===== src/rtl/mux_scan_ctrl.sv =====
// mux_scan_ctrl: sequences the 16:1 mux select over a latched channel mask and publishes one sample per enabled channel
// Ports: i_clk/i_rst (sync, active-high), i_start + i_mask request a scan, i_y_in is the mux output,
// o_sel drives the mux select, o_busy marks an active scan, o_done pulses with o_result (bit i = channel i sample).
// Optional: define MUX_SCAN_PARITY_EN to add o_parity, the XOR of the published result.
module mux_scan_ctrl #(
  parameter int unsigned DWELL = 1
) (
  input  logic        i_clk,
  input  logic        i_rst,
  input  logic        i_start,
  input  logic [15:0] i_mask,
  input  logic        i_y_in,
  output logic [3:0]  o_sel,
  output logic        o_busy,
  output logic        o_done,
`ifdef MUX_SCAN_PARITY_EN
  output logic        o_parity,
`endif
  output logic [15:0] o_result
);
  localparam logic [1:0] S_IDLE = 2'd0, S_DWELL = 2'd1, S_FINISH = 2'd2;
  localparam logic [7:0] CNT_LOAD = 8'(DWELL - 1);
  logic [1:0]  r_state;
  logic [3:0]  r_sel;
  logic [7:0]  r_cnt;
  logic [15:0] r_mask, r_shadow, r_result;
  logic [15:0] w_shadow_nxt, w_mask_left;
  logic        r_parity;
  function automatic logic [3:0] lowest(input logic [15:0] m);
    lowest = 4'd0;
    for (int i = 15; i >= 0; i--) if (m[i]) lowest = 4'(i);
  endfunction
  // channels are consumed in ascending order, so the lowest remaining bit is the next channel
  always_comb begin
    w_shadow_nxt = r_shadow;
    w_shadow_nxt[r_sel] = i_y_in;
    w_mask_left = r_mask;
    w_mask_left[r_sel] = 1'b0;
  end
  always_ff @(posedge i_clk) begin
    if (i_rst) begin
      r_state  <= S_IDLE;
      r_sel    <= 4'd0;
      r_cnt    <= 8'd0;
      r_mask   <= 16'd0;
      r_shadow <= 16'd0;
      r_result <= 16'd0;
      r_parity <= 1'b0;
    end else begin
      case (r_state)
        S_IDLE: if (i_start) begin
          r_mask   <= i_mask;
          r_shadow <= 16'd0;
          if (|i_mask) begin
            r_sel   <= lowest(i_mask);
            r_cnt   <= CNT_LOAD;
            r_state <= S_DWELL;
          end else begin
            r_result <= 16'd0;
            r_parity <= 1'b0;
            r_state  <= S_FINISH;
          end
        end
        S_DWELL: if (r_cnt != 8'd0) begin
          r_cnt <= r_cnt - 8'd1;
        end else begin
          r_shadow <= w_shadow_nxt;
          r_mask   <= w_mask_left;
          if (|w_mask_left) begin
            r_sel <= lowest(w_mask_left);
            r_cnt <= CNT_LOAD;
          end else begin
            r_sel    <= 4'd0;
            r_result <= w_shadow_nxt;
            r_parity <= ^w_shadow_nxt;
            r_state  <= S_FINISH;
          end
        end
        default: r_state <= S_IDLE;
      endcase
    end
  end
  assign o_sel    = r_sel;
  assign o_busy   = r_state == S_DWELL;
  assign o_done   = r_state == S_FINISH;
  assign o_result = r_result;
`ifdef MUX_SCAN_PARITY_EN
  assign o_parity = r_parity;
`else
  logic w_unused;
  assign w_unused = r_parity;
`endif
endmodule


===== config.mk =====
export PLATFORM = sky130hd
export DESIGN_NAME = mux_scan_ctrl
export DESIGN_NICKNAME = d
export VERILOG_FILES = /design/src/rtl/mux_scan_ctrl.sv
export SDC_FILE = /design/constraint.sdc
export NUM_CORES = 1
export LEC_CHECK = 0
export ABC_CLOCK_PERIOD_IN_PS = 2400
export BUFFER_PORTS_ARGS = -buffer_cell sky130_fd_sc_hd__buf_2
export CORE_MARGIN = 2
export CORE_UTILIZATION = 48
export DETAILED_ROUTE_END_ITERATION = 6
export PLACE_DENSITY_LB_ADDON = 0.15
export SYNTH_ARGS = -nofsm -noshare
export SYNTH_HDL_FRONTEND = slang
export SYNTH_SLANG_ARGS = --single-unit

===== constraint.sdc =====
create_clock -name i_clk -period 2.4 [get_ports i_clk]
set_input_delay 0.24 -clock i_clk [delete_from_list [all_inputs] [get_ports i_clk]]
set_output_delay 0.24 -clock i_clk [all_outputs]
set_load 0.02 [all_outputs]

Word level (Yosys, flattened, before mapping)
Index checks and enable logic that the tools add are counted.
Cells by class
  add/sub/neg operators: 1
  magnitude comparators: 2
  equality and inequality tests: 8
  multiplexer cells: 61
  bitwise operators: 2
  reduce and logical (&&, ||, !) cells: 11
Operator list (count)
  $mux W4: 36
  $mux W16: 8
  $pmux W16 S2: 3
  $mux W8: 4
  $reduce_or A16 Y1: 2
  $and A16 B16 Y16: 1
  $bwmux W16: 1
  $not A16 Y16: 1
  $pmux W8 S2: 1
  $ne A2 B2 Y1 const B: 5
  $mux W2: 4
  $pmux W4 S2: 1
  $reduce_and A4 Y1: 2
  $reduce_bool A8 Y1: 1
  $sub A8 B1 Y8 const B: 1
  $reduce_and A3 Y1: 2
  $lt A4 B5 Y1 const B: 1
  $reduce_and A5 Y1: 1
  $demux W1 S4: 1
  $ge A4 B1 Y1 const B: 1
  $pmux W2 S2: 1
  $ne A3 B1 Y1 const B: 1
  $eq A2 B1 Y1 const B: 1
  $eq A2 B2 Y1 const B: 1
  other kinds (4): 4
Storage, ports and cells
  register bits: 62
  bits of input ports: 20

Logic depth before layout (Yosys ltp)
Gate-level depths: netlist of run 1.
  depth in word-level cells: 25
  depth in mapped cells: 10
  mapped depth without buffers: 8

Worst setup path after synthesis of run 1
OpenSTA, ideal clock, no wires.
  kind: register to register
  from: register r_sel[0] (netlist: o_sel[0])
  to: register r_result[10] (netlist: o_result[10])
  library setup time: 0.132 ns
  data arrival time: 2.371 ns
  data required time: 2.268 ns
  setup slack: -0.103 ns
  cell stages (with the launch flop): 11
  buffers on the path: 3
  cell sequence: dfxtp_1 buf_4 buf_2 mux2_1 o22ai_1 nand4b_2 o31ai_4 o211ai_2 buf_2 nand2_1 a21oi_1
Between the ends
  word-level cells in the longest chain between the ends: 9
  elaborated cells between the ends (all ways): 14
  those cells by class: 2 x order compare; 1 x eq/ne; 6 x mux; 2 x bitwise; 3 x reduce/logical
RTL lines
  from (decl): RTL line 24  | logic [3:0] r_sel;
  from (signal assigned): RTL line 55  | r_sel <= lowest(i_mask);
  from (signal assigned): RTL line 70  | r_sel <= lowest(w_mask_left);
  $lt A4 B5 Y1 (not written as such) or $ge A4 B1 Y1 (tied branches): RTL line 36, 38
  $logic_and A1 B1 Y1 (not written as such): RTL line 36, 38
  $mux W1 (not written as such): RTL line 36, 38
  $demux W1 S4 (*): RTL line 36, 38
  $not A16 Y16 (no line)
  $and A16 B16 Y16 (no line)
  $reduce_or A16 Y1: RTL line 69  | if (|w_mask_left) begin
  $ne A2 B2 Y1 (no line)
  $reduce_and A5 Y1 (no line)
  to (signal assigned): RTL line 74  | r_result <= w_shadow_nxt;
  to (decl): RTL line 26  | logic [15:0] r_mask, r_shadow, r_result;
Mark *: on every way between the ends. The rest lies on a longest branch, timed or not. The select of a mux whose other input is x is not followed.
A chain may end at the register's enable or synchronous reset.

Final worst setup path of run 1
  from: register r_cnt[2]
  to: register r_sel[0] (netlist: o_sel[0])
Between the ends
  word-level cells in the longest chain between the ends: 3
RTL lines
  from (decl): RTL line 25  | logic [7:0] r_cnt;
  from (signal assigned): RTL line 65  | r_cnt <= r_cnt - 8'd1;
  $reduce_bool A8 Y1: RTL line 64  | S_DWELL: if (r_cnt != 8'd0) begin
  $ne A2 B2 Y1 (no line)
  $reduce_and A4 Y1 (no line)
Every way passes these cells.

==> results of run 1 <==
==> flip-flops by register name, summed over array words and instances (netlist names) <==
signal,count
o_result,16
r_mask,16
r_shadow,16
r_cnt,8
o_sel,4
r_state,2
==> cell families after synthesis <==
family,after synthesis,share of synthesized area (%)
multiplexers,14,4.18
flip-flops,62,35.8
adder cells (fa/ha/maj),2,0.721
buffers and inverters,38,4.69
AO/OA/AOI/OAI,131,24.6
AND/OR/NAND/NOR,211,28.3
XOR/XNOR,7,1.77
==> stage by stage <==
stage / hold slack, ns / power (W) / util, % / instance area (µm²) / instances
after floorplan: 0.400 / 0.00225 / - / 3500 / 465
after global placement: 0.437 / 0.00284 / 59.9 / 4140 / 629
after detailed placement: 0.441 / 0.00286 / 59.9 / 4140 / 629
after CTS: 0.183 / 0.00401 / 63.6 / 4390 / 645
after global routing: 0.209 / 0.00440 / 65.8 / 4540 / 651
final: 0.188 / 0.00420 / 65.8 / 4540 / 651
==> worst paths after layout <==
kind,startpoint,endpoint,slack (ns)
worst max-delay path,r_cnt[2],o_sel[0],0.04
worst min register to register,o_result[9],o_result[9],0.45
worst max register to register,r_cnt[2],o_sel[0],0.04
worst min-delay path,i_mask[10],r_mask[10],0.19
==> worst register-to-register path: stages (launching register included) <==
cell and delay [ns]:
sky130_fd_sc_hd__dfxtp_1 0.32, sky130_fd_sc_hd__or4_4 0.56, sky130_fd_sc_hd__nor4b_4 0.36, sky130_fd_sc_hd__nand2_2 0.13, sky130_fd_sc_hd__buf_4 0.15, sky130_fd_sc_hd__o21ai_0 0.12, sky130_fd_sc_hd__nor2_1 0.12, sky130_fd_sc_hd__or3_1 0.38
sky130_fd_sc_hd__o32ai_1 0.13
==> where the power goes <==
group	switching, W	leakage (nW)	internal (W)
logic	0.000931	1.17	0.000842
clock network	0.000451	0.116	0.000693
registers	0.000147	0.506	0.00113
total	0.00153	1.79	0.00267
==> area by class of cell <==
class,instances,area [µm²],area share (%)
multi-input combinational,366,2200,48.5
sequential,62,1250,27.5
timing repair buffer,101,688,15.2
clock buffer,9,124,2.73
clock inverter,7,123,2.70
tap,96,120,2.64
inverter,10,37.5,0.826
==> Yosys cell counts (4+ instances only) <==
library cell	count	share of area (%)
sky130_fd_sc_hd__inv_1	10	1.1
sky130_fd_sc_hd__nand2_1	89	9.6
sky130_fd_sc_hd__clkbuf_1	18	1.9
sky130_fd_sc_hd__a211oi_1	4	0.87
sky130_fd_sc_hd__a22oi_1	17	3.7
sky130_fd_sc_hd__nor2b_1	8	1.4
sky130_fd_sc_hd__buf_2	4	0.58
sky130_fd_sc_hd__o21ai_1	10	1.4
sky130_fd_sc_hd__nor3_1	13	1.9
sky130_fd_sc_hd__nand3_1	4	0.58
sky130_fd_sc_hd__mux2i_1	10	2.9
sky130_fd_sc_hd__a21oi_1	49	7.1
sky130_fd_sc_hd__nor4_1	7	1.3
sky130_fd_sc_hd__o21bai_1	5	1.1
sky130_fd_sc_hd__nor2_1	63	6.8
sky130_fd_sc_hd__xnor2_1	7	1.8
sky130_fd_sc_hd__nand2b_1	8	1.4
sky130_fd_sc_hd__dfxtp_1	62	36
sky130_fd_sc_hd__o21ai_0	15	2.2
==> timing repair <==
action / in CTS / in global routing
endpoints found under the setup margin: 12 / 40
hold buffers: 0 / 0
pin swaps: 1 / 4
cloned: 0 / 1
buffers inserted: 0 / 5
gates resized for setup: 2 / 22
==> routing by layer <==
layer	share of wire (%)	vias to the layer above	routed length [µm]
met5	0	-	0
met4	1.3	0	133
met3	6.1	13	633
met2	46	126	4700
met1	47	1728	4840
li1	-	1815	-
==> results.py, run 1 <==
metrics = {
    "sta": {
        "highest_attainable_clock_frequency_mhz": 424,
        "fin_crit_ns": 2.36,
        "worst-slew-pin-transition_ns": 1.15,
        "unrepaired_setup_endpoints_after_global_routing": "yes",
        "layout_worst_path_cycle_share_pct": 98.2,
        "worst_slack_ns": 0.0440,
        "finalHoldViolCount": 0,
        "timing_max_transition_violations_final": 0,
        "maxSlewHeadroom_pct": 23.2,
        "skew_ns": 0.00963,
        "setup_viol": 0,
        "final.setup.tns_ns": 0,
    },
    "critical_path": {
        "slowest_stage": "sky130_fd_sc_hd__or4_4",
        "cell_family_contributing_the_most_delay_on_the_critical_path": "simple AND/OR/NAND/NOR gates",
        "cp.buffers_inverters": 1,
        "timing.critical_path.fanout_max": 3,
        "cells_traversed_along_the_worst_timing_path": "or4_4 > nor4b_4 > nand2_2 > buf_4 > o21ai_0 > nor2_1 > or3_1 > o32ai_1",
        "cp.arrival_ns": 2.61,
        "worst_setup_path_start_kind": "flop",
        "cp.depth": 8,
        "critical_path.max_stage_delay_ns": 0.56,
        "critical_path_class": "flop to flop",
        "cp_data_required_time_ns": 2.65,
        "reg2reg_depth": 8,
        "endpoint_kind": "flop",
    },
    "grt": {
        "grt_pass1_vias": 3154,
        "gr-usage-met2_pct": 39.2,
        "first_pass_grt_wire_length_um": 16100,
        "largest_net_degree_at_the_start_of_global_routing": 35,
        "grt_util_met1_pct": 39.0,
        "number_of_antenna_violations_at_the_first_check_in_global_routing": 0,
        "grt_busiest_layer": "met2",
        "met3_usage_pct": 6.56,
        "globalRouteTotalUtil_pct": 26.6,
        "overflow": 0,
    },
    "placement": {
        "routabilityCongestion": 0.910,
        "dp_slack_ns": -0.117,
        "place.port_buffers": 41,
        "place_hpwl_um": 7170,
    },
    "floorplanning": {
        "floorplan.io_pins": 42,
        "vertical_die_dimension_um": 89.0,
        "initial_core_utilization_pct": 50.3,
        "fp.dieArea_um2": 7930,
        "rows": 30,
        "placeableCoreArea_um2": 6910,
        "floorplan.die.width_um": 89.0,
    },
    "pwr": {
        "power.density_nw_per_um2": 924,
        "worst_ir_drop_vdd_uv": 528,
        "leakage_nw": 1.79,
    },
    "hold_path": {
        "hp-class": "input pin to flop",
        "hold-path-cell-count": 3,
    },
    "clocking": {
        "clock_insertion_delay_worst_skew_ns": 0.35,
        "worst_setup_hold_path_clk_slew_ns": 0.08,
        "tritoncts": "yes",
        "clk_path_buf_depth": 2,
        "cts_buf_count": 9,
        "clk_root_buffer_cell": "sky130_fd_sc_hd__clkbuf_8",
        "clock_sinks": 62,
        "htreeDepth": 3,
    },
    "finish": {
        "mostFrequentLayoutCells": "sky130_fd_sc_hd__nand2_1 (87), sky130_fd_sc_hd__nor2_1 (62), sky130_fd_sc_hd__dfxtp_1 (58)",
        "filler_cell_count": 619,
        "diodes": 0,
        "final_nets": 572,
        "layout_commonest_cell": "sky130_fd_sc_hd__nand2_1",
        "layout-area-overhead-vs-synth_pct": 30.9,
        "post_route_cells_drive_above_1_share_pct": 27.0,
    },
    "drt": {
        "average_wire_per_standard_cell_um": 15.8,
        "initialDrtViolationCount": 324,
        "wirelength_um": 10300,
        "drt-pass1-iter-count": 5,
        "post_drt_via_cell_ratio": 5.66,
        "num_vias": 3682,
        "drt.antenna.violating_nets": 0,
        "drcViolationCount": 0,
    },
    "synth": {
        "yosysWarnings": 0,
        "syn-mean-instance-area_um2": 7.46,
        "postSynthRegisterBits": 62,
        "synth.lib_cells_used.distinct": 62,
        "mappedNetlistNets": 487,
        "synthCells": 465,
        "netlist_area_um2": 3470,
        "asyncSetResetFlopFracSynth_pct": 0,
        "synthFlopType": "sky130_fd_sc_hd__dfxtp_1",
        "synth_sequential_area_ratio_pct": 35.8,
        "synth_edf_count": 0,
    },
    "job": {
        "maxCapViolCount": 0,
    },
    "run_status": {
        "outcome": "completed",
    },
}
No activity file was read; power rests on OpenSTA's default activity.
==> inputs of run 2 (changes only) <==
SETUP_SLACK_MARGIN = 0.3   (was not set)
==> results.py, run 2 (synthesis gave the netlist of run 1 again) <==
metrics = {
    "critical_path": {
        "cp_data_required_time_ns": 2.64,
        "endpoint_kind": "flop",
        "timing.critical_path.fanout_max": 8,
        "slowest_stage": "sky130_fd_sc_hd__dfxtp_4",
        "critical_path.max_stage_delay_ns": 0.39,
        "critical_path_class": "flop to flop",
        "cp.arrival_ns": 2.54,
        "cells_traversed_along_the_worst_timing_path": "buf_12 > mux2_4 > o32a_1 > nand4b_4 > buf_4 > nor4_4 > buf_6 > nor4_1 > xnor2_1 > nor2_1",
        "worst_setup_path_start_kind": "flop",
    },
    "drt": {
        "initialDrtViolationCount": 453,
        "average_wire_per_standard_cell_um": 17.6,
        "wirelength_um": 11500,
        "drt-pass1-iter-count": 5,
        "post_drt_via_cell_ratio": 5.85,
        "drt.antenna.violating_nets": 0,
        "drcViolationCount": 0,
        "num_vias": 3813,
    },
    "clocking": {
        "clock_insertion_delay_worst_skew_ns": 0.36,
        "clk_path_buf_depth": 2,
        "clock_sinks": 62,
        "clk_root_buffer_cell": "sky130_fd_sc_hd__clkbuf_8",
        "htreeDepth": 3,
        "cts_buf_count": 9,
        "tritoncts": "yes",
        "worst_setup_hold_path_clk_slew_ns": 0.07,
        "cts_hold_buffers": 0,
    },
    "placement": {
        "routabilityCongestion": 0.907,
        "place_hpwl_um": 7100,
        "place.port_buffers": 41,
        "post-place-cells": 602,
    },
    "grt": {
        "grt_pass1_vias": 3479,
        "overflow": 0,
        "largest_net_degree_at_the_start_of_global_routing": 40,
        "globalRouteTotalUtil_pct": 29.3,
        "number_of_antenna_violations_at_the_first_check_in_global_routing": 0,
        "first_pass_grt_wire_length_um": 17600,
    },
    "sta": {
        "worst-slew-pin-transition_ns": 0.799,
        "fin_hold_ws_ns": 0.183,
        "maxSlewHeadroom_pct": 46.7,
        "unrepaired_setup_endpoints_after_global_routing": "yes",
        "setup_viol": 0,
        "final.setup.tns_ns": 0,
        "timing_max_transition_violations_final": 0,
        "finalHoldViolCount": 0,
        "skew_ns": 0.00982,
        "highest_attainable_clock_frequency_mhz": 435,
        "fin_crit_ns": 2.30,
        "layout_worst_path_cycle_share_pct": 95.9,
    },
    "finish": {
        "diodes": 0,
        "mostFrequentLayoutCells": "sky130_fd_sc_hd__nand2_1 (81), sky130_fd_sc_hd__nor2_1 (60), sky130_fd_sc_hd__dfxtp_1 (56)",
        "layout-area-overhead-vs-synth_pct": 37.8,
        "fin_cells": 652,
        "layout_commonest_cell": "sky130_fd_sc_hd__nand2_1",
        "final_nets": 573,
        "post_route_cells_drive_above_1_share_pct": 32.2,
    },
    "pwr": {
        "seq_power_share_pct": 29.7,
        "worst_ir_drop_vdd_uv": 434,
        "leakage_nw": 1.83,
        "combPwrFrac_pct": 47.9,
        "internal_power_contribution_w": 0.00267,
        "power.density_nw_per_um2": 910,
        "p_sw_share_pct": 38.6,
        "p_switching_w": 0.00168,
        "power.total_w": 0.00435,
        "power.share.clock_pct": 22.4,
    },
    "floorplanning": {
        "fp.dieArea_um2": 7930,
        "placeableCoreArea_um2": 6910,
        "floorplan.io_pins": 42,
        "vertical_die_dimension_um": 89.0,
        "initial_core_utilization_pct": 50.3,
        "rows": 30,
        "floorplan.die.width_um": 89.0,
    },
    "hold_path": {
        "hp-class": "input pin to flop",
    },
    "run_status": {
        "outcome": "completed",
    },
    "job": {
        "maxCapViolCount": 0,
    },
}
## run 2: changes by cell type in the layout (fill, tap and decap cells not counted), moves of 3 or more
cell,previous run,this run
sky130_fd_sc_hd__buf_6,2,12
sky130_fd_sc_hd__dfxtp_4,1,4
sky130_fd_sc_hd__nand2_1,87,81
sky130_fd_sc_hd__a21oi_1,48,44
sky130_fd_sc_hd__a21oi_2,1,4
sky130_fd_sc_hd__a22oi_1,17,13
sky130_fd_sc_hd__buf_4,56,42
sky130_fd_sc_hd__nand2_2,3,9
sky130_fd_sc_hd__mux2_4,0,3
sky130_fd_sc_hd__a22oi_2,0,4
## run 2: final timing paths
path	endpoint	slack, ns	cells past startpoint	from
worst max-delay path	r_cnt[6]	0.1	10	o_sel[0]
worst min-delay path	r_mask[2]	0.18	3	i_mask[2]
worst max register to register	r_cnt[6]	0.1	10	o_sel[0]
worst min register to register	r_shadow[12]	0.45	2	r_shadow[12]
## run 2: final cells by class
type / count / area, µm²
Clock buffer: 11 / 153
Clock inverter: 5 / 56.3
Fill cell: 589 / 2120
Inverter: 10 / 37.5
Multi-Input combinational cell: 367 / 2400
Sequential cell: 62 / 1260
Tap cell: 96 / 120
Timing Repair Buffer: 101 / 753
## run 2: per-stage QoR
stage          utilization, %  instance area (µm²)  worst slack [ns]
5_1_grt                  69.2                 4780            0.0111
3_5_place_dp             58.6                 4040            0.0374
6_report                 69.2                 4780            0.0994
2_1_floorplan               -                 3650             0.136
3_3_place_gp             58.6                 4040            0.0836
4_1_cts                  66.1                 4560             0.151
## run 2: power by group through the flow
stage	sequential [W]	combinational [W]	clock [W]
6_report	0.00129	0.00208	0.000977
5_1_grt	0.00130	0.00220	0.00103
4_1_cts	0.00129	0.00184	0.000988
3_5_place_dp	0.00133	0.00148	0
3_3_place_gp	0.00132	0.00146	0
2_1_floorplan	0.00127	0.00113	0
## run 2: routing by layer
layer / global-route usage (%) / share of wire [%]
met1: 39.7 / 45
met2: 45.7 / 45
met3: 6.28 / 6.9
met4: 11.7 / 2.6
met5: 0 / 0
## run 2: what timing repair did
item | CTS | global route
pin swaps | 12 | 36
cloned | 3 | 0
gates resized for setup | 33 | 30
setup endpoints to repair | 60 | 62
setup buffers | 20 | 11
## run 2: worst max-delay path, delay by kind of cell, from the launching register on
kind            cells  cell delay (ns)
xor+xnor            1             0.17
compound gates      1             0.33
buf+inv             3             0.47
flops               1             0.39
simple gates        4             0.52
mux                 1             0.29
